<file path="src/rtl/mult3_defs.vh">
// ============================================================================
//  mult3_defs.vh
//  Shared encodings for the arbitrated serial divisible-by-3 front end:
//  FSM state codes, remainder codes and the default word width.
//  Revision: 1.0 - initial release
// ============================================================================
`default_nettype none
`ifndef MULT3_DEFS_VH
`define MULT3_DEFS_VH

`define M3_IDLE   2'd0
`define M3_SHIFT  2'd1
`define M3_REPORT 2'd2

`define M3_R0 2'd0
`define M3_R1 2'd1
`define M3_R2 2'd2

`define M3_WIDTH 8

`endif
`default_nettype wire

</file>
<file path="src/rtl/mult3_sched_pkg.sv">
// ============================================================================
//  mult3_sched_pkg
//  Types and constants shared by the mult3_sched design files.
//  Revision: 1.0 - initial release
// ============================================================================
`include "mult3_defs.vh"
`default_nettype none

package mult3_sched_pkg;

  typedef enum logic [1:0] {
    IDLE   = `M3_IDLE,
    SHIFT  = `M3_SHIFT,
    REPORT = `M3_REPORT
  } state_t;

  localparam logic [1:0] R0 = `M3_R0;
  localparam logic [1:0] R1 = `M3_R1;
  localparam logic [1:0] R2 = `M3_R2;

  localparam int DEFAULT_WIDTH = `M3_WIDTH;

endpackage

`default_nettype wire

</file>
<file path="src/rtl/mult3_sched_if.sv">
// ============================================================================
//  mult3_sched_if
//  Requester-side bus of mult3_sched: two request/data pairs in, ack pulses
//  and a tagged divisible-by-3 result out.
//  Revision: 1.0 - initial release
// ============================================================================
`default_nettype none

interface mult3_sched_if
  import mult3_sched_pkg::*;
#(
  parameter int WIDTH = DEFAULT_WIDTH
);
  logic [1:0]       req;
  logic [WIDTH-1:0] data0;
  logic [WIDTH-1:0] data1;
  logic [1:0]       ack;
  logic             done;
  logic             div3;
  logic             done_id;
  logic             busy;

  modport master (
    output req, data0, data1,
    input  ack, done, div3, done_id, busy
  );

  modport slave (
    input  req, data0, data1,
    output ack, done, div3, done_id, busy
  );
endinterface

`default_nettype wire

</file>
<file path="src/rtl/mult3_sched_mod3_step.sv">
// ============================================================================
//  mod3_step
//  One step of the MSB-first serial remainder rule:
//  rem_next = (2*rem + b) mod 3, with rem restricted to 0, 1, 2.
//  Revision: 1.0 - initial release
// ============================================================================
`default_nettype none

module mod3_step
  import mult3_sched_pkg::*;
(
  input  logic [1:0] rem,
  input  logic       b,
  output logic [1:0] rem_next
);

  // Six legal {rem, b} combinations; the unused code 3 folds to zero.
  always_comb begin
    rem_next = R0;
    case ({rem, b})
      3'b000:  rem_next = R0;
      3'b001:  rem_next = R1;
      3'b010:  rem_next = R2;
      3'b011:  rem_next = R0;
      3'b100:  rem_next = R1;
      3'b101:  rem_next = R2;
      default: rem_next = R0;
    endcase
  end

endmodule

`default_nettype wire

</file>
<file path="src/rtl/mult3_sched.sv">
// ============================================================================
//  mult3_sched
//  Round-robin arbiter for two requesters feeding a serial mod-3 tracker.
//  The granted word is shifted MSB-first; a one-cycle done pulse reports
//  divisibility by 3 together with the requester id.
//  Revision: 1.0 - initial release
// ============================================================================
`default_nettype none

module mult3_sched
  import mult3_sched_pkg::*;
#(
  parameter int WIDTH = DEFAULT_WIDTH
) (
  input  logic         clk,
  input  logic         rst,
  mult3_sched_if.slave bus
);

  localparam int            CW       = (WIDTH > 1) ? $clog2(WIDTH) : 1;
  localparam logic [CW-1:0] CNT_LAST = CW'(WIDTH - 1);

  state_t           state, state_next;
  logic [WIDTH-1:0] shreg, shreg_next;
  logic [1:0]       rem, rem_next, rem_step;
  logic [CW-1:0]    cnt, cnt_next;
  logic             gid, gid_next;
  logic             prio, prio_next;
  logic             grant;
  logic [1:0]       ack_reg, ack_next;
  logic             done_reg, done_next;
  logic             div3_reg, div3_next;
  logic             done_id_reg, done_id_next;

  mod3_step u_step (
    .rem      (rem),
    .b        (shreg[WIDTH-1]),
    .rem_next (rem_step)
  );

  // Next-state, datapath and registered-output decode.
  always_comb begin
    state_next   = state;
    shreg_next   = shreg;
    rem_next     = rem;
    cnt_next     = cnt;
    gid_next     = gid;
    prio_next    = prio;
    ack_next     = 2'b00;
    done_next    = 1'b0;
    div3_next    = div3_reg;
    done_id_next = done_id_reg;
    // Single requester wins outright; a tie goes to the priority holder.
    grant        = (bus.req == 2'b11) ? prio : bus.req[1];
    case (state)
      IDLE: begin
        if (bus.req != 2'b00) begin
          shreg_next      = grant ? bus.data1 : bus.data0;
          rem_next        = R0;
          cnt_next        = '0;
          gid_next        = grant;
          ack_next[grant] = 1'b1;
          prio_next       = ~grant;
          state_next      = SHIFT;
        end
      end
      SHIFT: begin
        rem_next   = rem_step;
        shreg_next = shreg << 1;
        cnt_next   = cnt + 1'b1;
        if (cnt == CNT_LAST) begin
          state_next   = REPORT;
          done_next    = 1'b1;
          div3_next    = (rem_step == R0);
          done_id_next = gid;
        end
      end
      REPORT: begin
        state_next = IDLE;
      end
      default: begin
        state_next = IDLE;
      end
    endcase
  end

  // State, datapath and output registers with synchronous active-low reset.
  always_ff @(posedge clk) begin
    if (!rst) begin
      state       <= IDLE;
      shreg       <= '0;
      rem         <= R0;
      cnt         <= '0;
      gid         <= 1'b0;
      prio        <= 1'b0;
      ack_reg     <= 2'b00;
      done_reg    <= 1'b0;
      div3_reg    <= 1'b0;
      done_id_reg <= 1'b0;
    end else begin
      state       <= state_next;
      shreg       <= shreg_next;
      rem         <= rem_next;
      cnt         <= cnt_next;
      gid         <= gid_next;
      prio        <= prio_next;
      ack_reg     <= ack_next;
      done_reg    <= done_next;
      div3_reg    <= div3_next;
      done_id_reg <= done_id_next;
    end
  end

  assign bus.ack     = ack_reg;
  assign bus.done    = done_reg;
  assign bus.div3    = div3_reg;
  assign bus.done_id = done_id_reg;
  assign bus.busy    = (state != IDLE);

endmodule

`default_nettype wire
</file>
<file path="src/flat_wrapper.sv">
// flat-port wrapper written by rule: the top's interface ports become plain ports
module mult3_sched_flat import mult3_sched_pkg::*;
#(
  parameter int WIDTH = DEFAULT_WIDTH
)
  (clk, rst, bus_req, bus_data0, bus_data1, bus_ack, bus_done, bus_div3, bus_done_id, bus_busy);
  mult3_sched_if #(.WIDTH(WIDTH)) bus_i ();
  input  logic clk;
  input  logic rst;
  input wire logic [$bits(bus_i.req)-1:0] bus_req;
  input wire logic [$bits(bus_i.data0)-1:0] bus_data0;
  input wire logic [$bits(bus_i.data1)-1:0] bus_data1;
  output wire logic [$bits(bus_i.ack)-1:0] bus_ack;
  output wire logic [$bits(bus_i.done)-1:0] bus_done;
  output wire logic [$bits(bus_i.div3)-1:0] bus_div3;
  output wire logic [$bits(bus_i.done_id)-1:0] bus_done_id;
  output wire logic [$bits(bus_i.busy)-1:0] bus_busy;
  assign bus_i.req = bus_req;
  assign bus_i.data0 = bus_data0;
  assign bus_i.data1 = bus_data1;
  assign bus_ack = bus_i.ack;
  assign bus_done = bus_i.done;
  assign bus_div3 = bus_i.div3;
  assign bus_done_id = bus_i.done_id;
  assign bus_busy = bus_i.busy;
  mult3_sched #(.WIDTH(WIDTH)) u_core (.clk(clk), .rst(rst), .bus(bus_i));
endmodule
</file>
<file path="config.mk">
export PLATFORM = sky130hd
export DESIGN_NAME = mult3_sched_flat
export DESIGN_NICKNAME = d
export VERILOG_FILES = /design/src/rtl/mult3_sched_pkg.sv /design/src/rtl/mult3_sched_if.sv /design/src/rtl/mult3_sched_mod3_step.sv /design/src/rtl/mult3_sched.sv /design/src/flat_wrapper.sv
export VERILOG_INCLUDE_DIRS = /design/src /design/src/rtl
export SDC_FILE = /design/constraint.sdc
export NUM_CORES = 1
export LEC_CHECK = 0
export CAP_MARGIN = 40
export CORE_ASPECT_RATIO = 0.75
export CORE_UTILIZATION = 52
export CTS_BUF_LIST = sky130_fd_sc_hd__clkbuf_8
export DETAILED_ROUTE_END_ITERATION = 10
export PLACE_DENSITY = 0.89
export SLEW_MARGIN = 15
export SYNTH_ARGS = -nofsm -noshare
export SYNTH_HDL_FRONTEND = slang
export SYNTH_SLANG_ARGS = --single-unit
</file>
<file path="constraint.sdc">
create_clock -name clk -period 2.1 [get_ports clk]
set_input_delay 0.315 -clock clk [delete_from_list [all_inputs] [get_ports clk]]
set_output_delay 0.315 -clock clk [all_outputs]
set_load 0.02 [all_outputs]
</file>
==> results.yml, run 1 <==
cts:
  cts.sinks: 22
  worstSkewPairLatency_ps: 270
  cts_buffer_depth: 2
  cts.clk_slew.worst_paths_ps: 80
  h-tree-depth: 1
  numCtsBuffers: 3
  cts_hold_buf: 0
  cts_tree: "built"
  cts.repair.resized: 0
  post_cts_buffers: 0
  clockRootBuffer: "clkbuf_8"
sta:
  worstMarginPinSlew_ps: 528
  fin_setup_tns_ps: 0
  clock.fmax_mhz: 550
  rsz0062_at_grt: "false"
  final.period_utilization_pct: 86.6
  slew_viol_final: 0
  setup_viol: 0
  finalHoldViolations: 0
  clock_skew_ps: 3.57
  fin_ws_ps: 282
  finalCriticalPeriod_ps: 1820
  slew_headroom_pct: 64.7
critical_path:
  rr_startpoint: "u_core.state[0]$_SDFFE_PN0P_"
  crit_fanout: 5
  crit_chain: "nor2_1, inv_1, clkdlybuf4s50_1"
  max_stage_delay_ps: 540
  worst_ep_required_time_ps: 1780
  critPathCaptureType: "output pin"
  crit_start: "u_core.state[0]$_SDFFE_PN0P_"
  crit_slowest_cell: "clkdlybuf4s50_1"
  startpoint_type: "flop"
  worstPathArrival_ps: 1500
  crit_type: "flop to output pin"
global_routing:
  antenna_found_initial: 0
  grt_pass1_wl_um: 3350
  first_global_vias: 693
  overflow: 0
  grt_max_degree: 15
  track_usage_pct: 24.5
floorplan:
  coreArea_um2: 1580
  initial_core_util_pct: 59.1
  io_pins: 26
  chipHeight_um: 38.7
  die_area_um2: 1970
  dieWidth_um: 50.9
  rows: 12
power:
  powerDensity_nw_per_um2: 780
  ir_drop_mv: 0.640
  p_leak_nw: 0.506
yosys:
  synthTopCellsByArea: "dfxtp_1 47%, mux2i_1 9.7%, a22oi_1 7.2%, o22ai_1 4.7%, nor2_1 3.2%"
  synth_cells: 98
  synth_nets: 120
  synth-seq-area-share_pct: 47.2
  synth_top_area_cell: "dfxtp_1"
  synth_warnings: 0
  synth_top_area_share_pct: 47.2
  synthesis.area_per_instance_um2: 9.51
  ys_ff_latch: 22
  synth_cell_type_count: 30
  syn_area_um2: 932
detailed_routing:
  wl_per_cell_um: 14.6
  wirelength_um: 2130
  first_pass_iters: 4
  routed-via-count: 854
  drc: 0
  drt_iter0_markers: 27
  antenna_left: 0
  via_per_inst: 5.85
place:
  place_ws_ps: 269
  post_dp_cell_area_um2: 1190
  gp_routability_congestion: 0.748
  hpwlAfterDp_um: 1460
  numPortBuffers: 25
  placedCellCount: 142
finish:
  largest_reg_flops: 8
  top_register: "u_core.shreg"
  syn_to_final_growth_pct: 35.8
  final_nets: 148
  drive_above_1_share_pct: 8.00
  layout_top_registers: "u_core.shreg: 8 flops, u_core.cnt: 3 flops"
  fin_cells: 146
  antennaDiodeCount: 0
  stdcell_area_um2: 1270
status:
  outcome: "finished, final reports clean"
min_path:
  min_from: "u_core.prio$_SDFFE_PN0P_"
  hold_path_class: "flop to flop"
job:
  max_cap_violations: 0
[power by group]
group | switching, W | internal, W | leakage (nW)
registers | 0.0000145 | 0.000438 | 0.180
clock network | 0.000145 | 0.000255 | 0.0357
logic | 0.0000614 | 0.0000730 | 0.290
[metal layers]
layer  part of all wire (%)  track usage (%)  wire (um)  up-vias
met1                     46             30.8        975      390
met2                     45             39.7        959       44
met4                    1.9             6.25         40        0
met5                      0                0          0        -
li1                       -                -          -      412
met3                    7.1             9.41        150        8
[Yosys cell counts (all sizes together)]
| master | n |
|---|---|
| inv | 2 |
| dfxtp | 22 |
| xnor2 | 1 |
| nand4 | 1 |
| buf | 5 |
| nor2 | 8 |
| nand3 | 3 |
| a31oi | 1 |
| ha | 2 |
| o21ai | 2 |
| a311oi | 1 |
| or2 | 2 |
| a22oi | 9 |
| mux2i | 9 |
| o211ai | 1 |
| a211oi | 1 |
| nand2b | 1 |
| xor2 | 1 |
| nor3 | 2 |
| nand2 | 8 |
| clkinv | 1 |
| a32oi | 1 |
| a21oi | 5 |
| o22ai | 7 |
| nor2b | 1 |
| clkbuf | 1 |
[cell type report]
cell class                 count  area, um2
sequential                    22        440
multi-input combinational     67        437
fill                         112        310
timing repair buffer          29        280
clock buffer                   3       41.3
clock inverter                 1       30.0
tap                           21       26.3
inverter                       3       11.3
[cells in the final DEF, fill, tap and decap left out, types with 2 or more instances in the layout]
cell | synthesis | final
a21oi_1 | 5 | 5
dfxtp_1 | 22 | 22
nor3_1 | 2 | 2
o21ai_0 | 2 | 2
clkbuf_8 | 0 | 3
clkdlybuf4s50_1 | 0 | 25
nand2_1 | 7 | 7
nand3_1 | 3 | 3
nor2_1 | 8 | 8
o22ai_1 | 7 | 7
inv_1 | 2 | 2
ha_1 | 2 | 2
buf_4 | 1 | 4
a22oi_1 | 9 | 9
mux2i_1 | 9 | 9
[worst max-delay path, delay by kind of cell, from the launching register on]
family,cells,cell delay [ps]
AND/OR/NAND/NOR,1,250
buffers and inverters,2,630
flip-flops,1,350
[worst paths after layout]
path / to / slack (ps) / cells past startpoint
setup reg to reg: u_core.shreg[7]$_SDFFE_PN0P_ / 550 / 4
hold / removal: u_core.prio$_SDFFE_PN0P_ / 460 / 2
setup / recovery: bus_busy / 280 / 3
hold reg to reg: u_core.prio$_SDFFE_PN0P_ / 460 / 2
[through the flow]
stage | util, % | power [W] | hold WS, ps
after global routing | 80.3 | 0.00102 | 478
after global placement | 75.8 | 0.000587 | 444
after floorplan | - | 0.000533 | 435
final | 80.3 | 0.000987 | 464
after CTS | 80.3 | 0.000987 | 465
after detailed placement | 75.8 | 0.000593 | 453
[cell families after synthesis]
group | synth area share [%]
AOI/OAI and AO/OA | 19.9
buffers and inverters | 5.91
DFF | 47.2
muxes | 9.66
adders and majority gates | 2.68
xor gates and xnor gates | 1.88
and+or+nand+nor | 12.8
Power figures use the tool's default switching activity.
==> inputs of run 2 (changes only) <==
--- a/config.mk
+++ b/config.mk
@@ -6,11 +6,13 @@
 export SDC_FILE = /design/constraint.sdc
 export NUM_CORES = 1
 export LEC_CHECK = 0
+export ABC_CLOCK_PERIOD_IN_PS = 2100
 export CAP_MARGIN = 40
 export CORE_ASPECT_RATIO = 0.75
 export CORE_UTILIZATION = 52
 export CTS_BUF_LIST = sky130_fd_sc_hd__clkbuf_8
 export DETAILED_ROUTE_END_ITERATION = 10
+export MAX_ROUTING_LAYER = met4
 export PLACE_DENSITY = 0.89
 export SLEW_MARGIN = 15
 export SYNTH_ARGS = -nofsm -noshare
==> run 2 against run 1 <==
  * Die area stayed put
  * Highest routed layer unchanged
  * Largest power group unchanged
  * Sequential share of layout area is the same
  * Register-to-register slack gained 30 ps
  * Clock skew about the same
  * Wire length is 1.2% lower
==> results.yml, run 2 (synthesized netlist as in run 1, its figures left out) <==
power:
  ir_drop_mv: 0.641
  powerDensity_nw_per_um2: 779
  p_leak_nw: 0.506
cts:
  h-tree-depth: 1
  cts_buffer_depth: 2
  worstSkewPairLatency_ps: 270
  clockRootBuffer: "clkbuf_8"
  post_cts_buffers: 0
  cts.sinks: 22
  numCtsBuffers: 3
  cts.clk_slew.worst_paths_ps: 80
  cts_hold_buf: 0
  cts_tree: "built"
  cts.repair.resized: 0
floorplan:
  dieWidth_um: 50.9
  io_pins: 26
  coreArea_um2: 1580
  die_area_um2: 1970
  chipHeight_um: 38.7
  initial_core_util_pct: 59.1
  rows: 12
finish:
  antennaDiodeCount: 0
  fin_cells: 146
  drive_above_1_share_pct: 8.00
  layout_top_registers: "u_core.shreg: 8 flops, u_core.cnt: 3 flops"
  syn_to_final_growth_pct: 35.8
  largest_reg_flops: 8
  top_register: "u_core.shreg"
  final_nets: 148
  final_cell_mix: "25 x clkdlybuf4s50_1, 22 x dfxtp_1, 9 x a22oi_1, 9 x mux2i_1, 8 x nor2_1"
  final_common_cell: "clkdlybuf4s50_1"
  fillCellCount: 112
sta:
  rsz0062_at_grt: "false"
  finalHoldViolations: 0
  setup_viol: 0
  slew_viol_final: 0
  clock.fmax_mhz: 551
  clock_skew_ps: 3.32
  hold_slack_ps: 463
  slew_headroom_pct: 65.2
  finalCriticalPeriod_ps: 1820
  worstMarginPinSlew_ps: 521
  fin_setup_tns_ps: 0
  final.period_utilization_pct: 86.4
critical_path:
  crit_type: "flop to output pin"
  worstPathArrival_ps: 1500
  crit_fanout: 5
  critPathCaptureType: "output pin"
  startpoint_type: "flop"
  worst_ep_required_time_ps: 1780
detailed_routing:
  first_pass_iters: 4
  routed-via-count: 839
  drc: 0
  wirelength_um: 2100
  wl_per_cell_um: 14.4
  antenna_left: 0
  via_per_inst: 5.75
  drt_iter0_markers: 29
global_routing:
  grt_max_degree: 15
  track_usage_pct: 25.2
  grt_pass1_wl_um: 3350
  antenna_found_initial: 0
  first_global_vias: 692
  overflow: 0
job:
  max_cap_violations: 0
status:
  outcome: "finished, final reports clean"
place:
  gp_routability_congestion: 0.757
  numPortBuffers: 25
  hpwlAfterDp_um: 1460
  placedCellCount: 142
min_path:
  hold_path_class: "flop to flop"
[run 2: cell counts in the layout (fill, tap and decap cells not counted)]
No cell type changed its count.
[run 2: where the power goes]
group	switching (W)	internal (W)
Clock	0.000146	0.000255
Sequential	0.0000147	0.000438
Combinational	0.0000605	0.0000729
Total	0.000221	0.000766
[run 2: metrics by stage]
step / setup WS, ps / util [%] / instance area [um2] / total power [W]
3_3_place_gp: 339 / 75.8 / 1190 / 0.000587
3_5_place_dp: 269 / 75.8 / 1190 / 0.000593
4_1_cts: 291 / 80.3 / 1270 / 0.000987
2_1_floorplan: 826 / - / 932 / 0.000533
6_report: 285 / 80.3 / 1270 / 0.000987
5_1_grt: 171 / 80.3 / 1270 / 0.00102
[run 2: path summary, 6_finish.rpt]
kind                                              startpoint                           end  slack, ps  depth (start not counted)
worst max-delay path            u_core.state[0]$_SDFFE_PN0P_                      bus_busy        280                          3
worst min-delay path                u_core.prio$_SDFFE_PN0P_      u_core.prio$_SDFFE_PN0P_        460                          2
worst max register to register  u_core.state[0]$_SDFFE_PN0P_  u_core.shreg[7]$_SDFFE_PN0P_        580                          4
worst min register to register      u_core.prio$_SDFFE_PN0P_      u_core.prio$_SDFFE_PN0P_        460                          2
[run 2: final cells by class]
type	instances	area (um2)	area share (%)
flip-flops and latches	22	440	34.8
multi-input cells	67	437	34.5
repair buffers	29	280	22.1
clock buffers	3	41.3	3.26
clock inverters	1	30.0	2.37
well taps	21	26.3	2.08
inverters	3	11.3	0.889
[run 2: worst max-delay path, stage by stage, from the launching register on]
cell and delay (ps):
dfxtp_1 350, nor2_1 250, inv_1 90, clkdlybuf4s50_1 540
[run 2: metal layers]
layer / global-route usage, % / routed length, um / vias up
met1: 30.8 / 926 / 381
met5: - / 0 / -
met4: 6.25 / 12 / 0
li1: - / - / 411
met2: 39.7 / 981 / 45
met3: 9.41 / 180 / 2
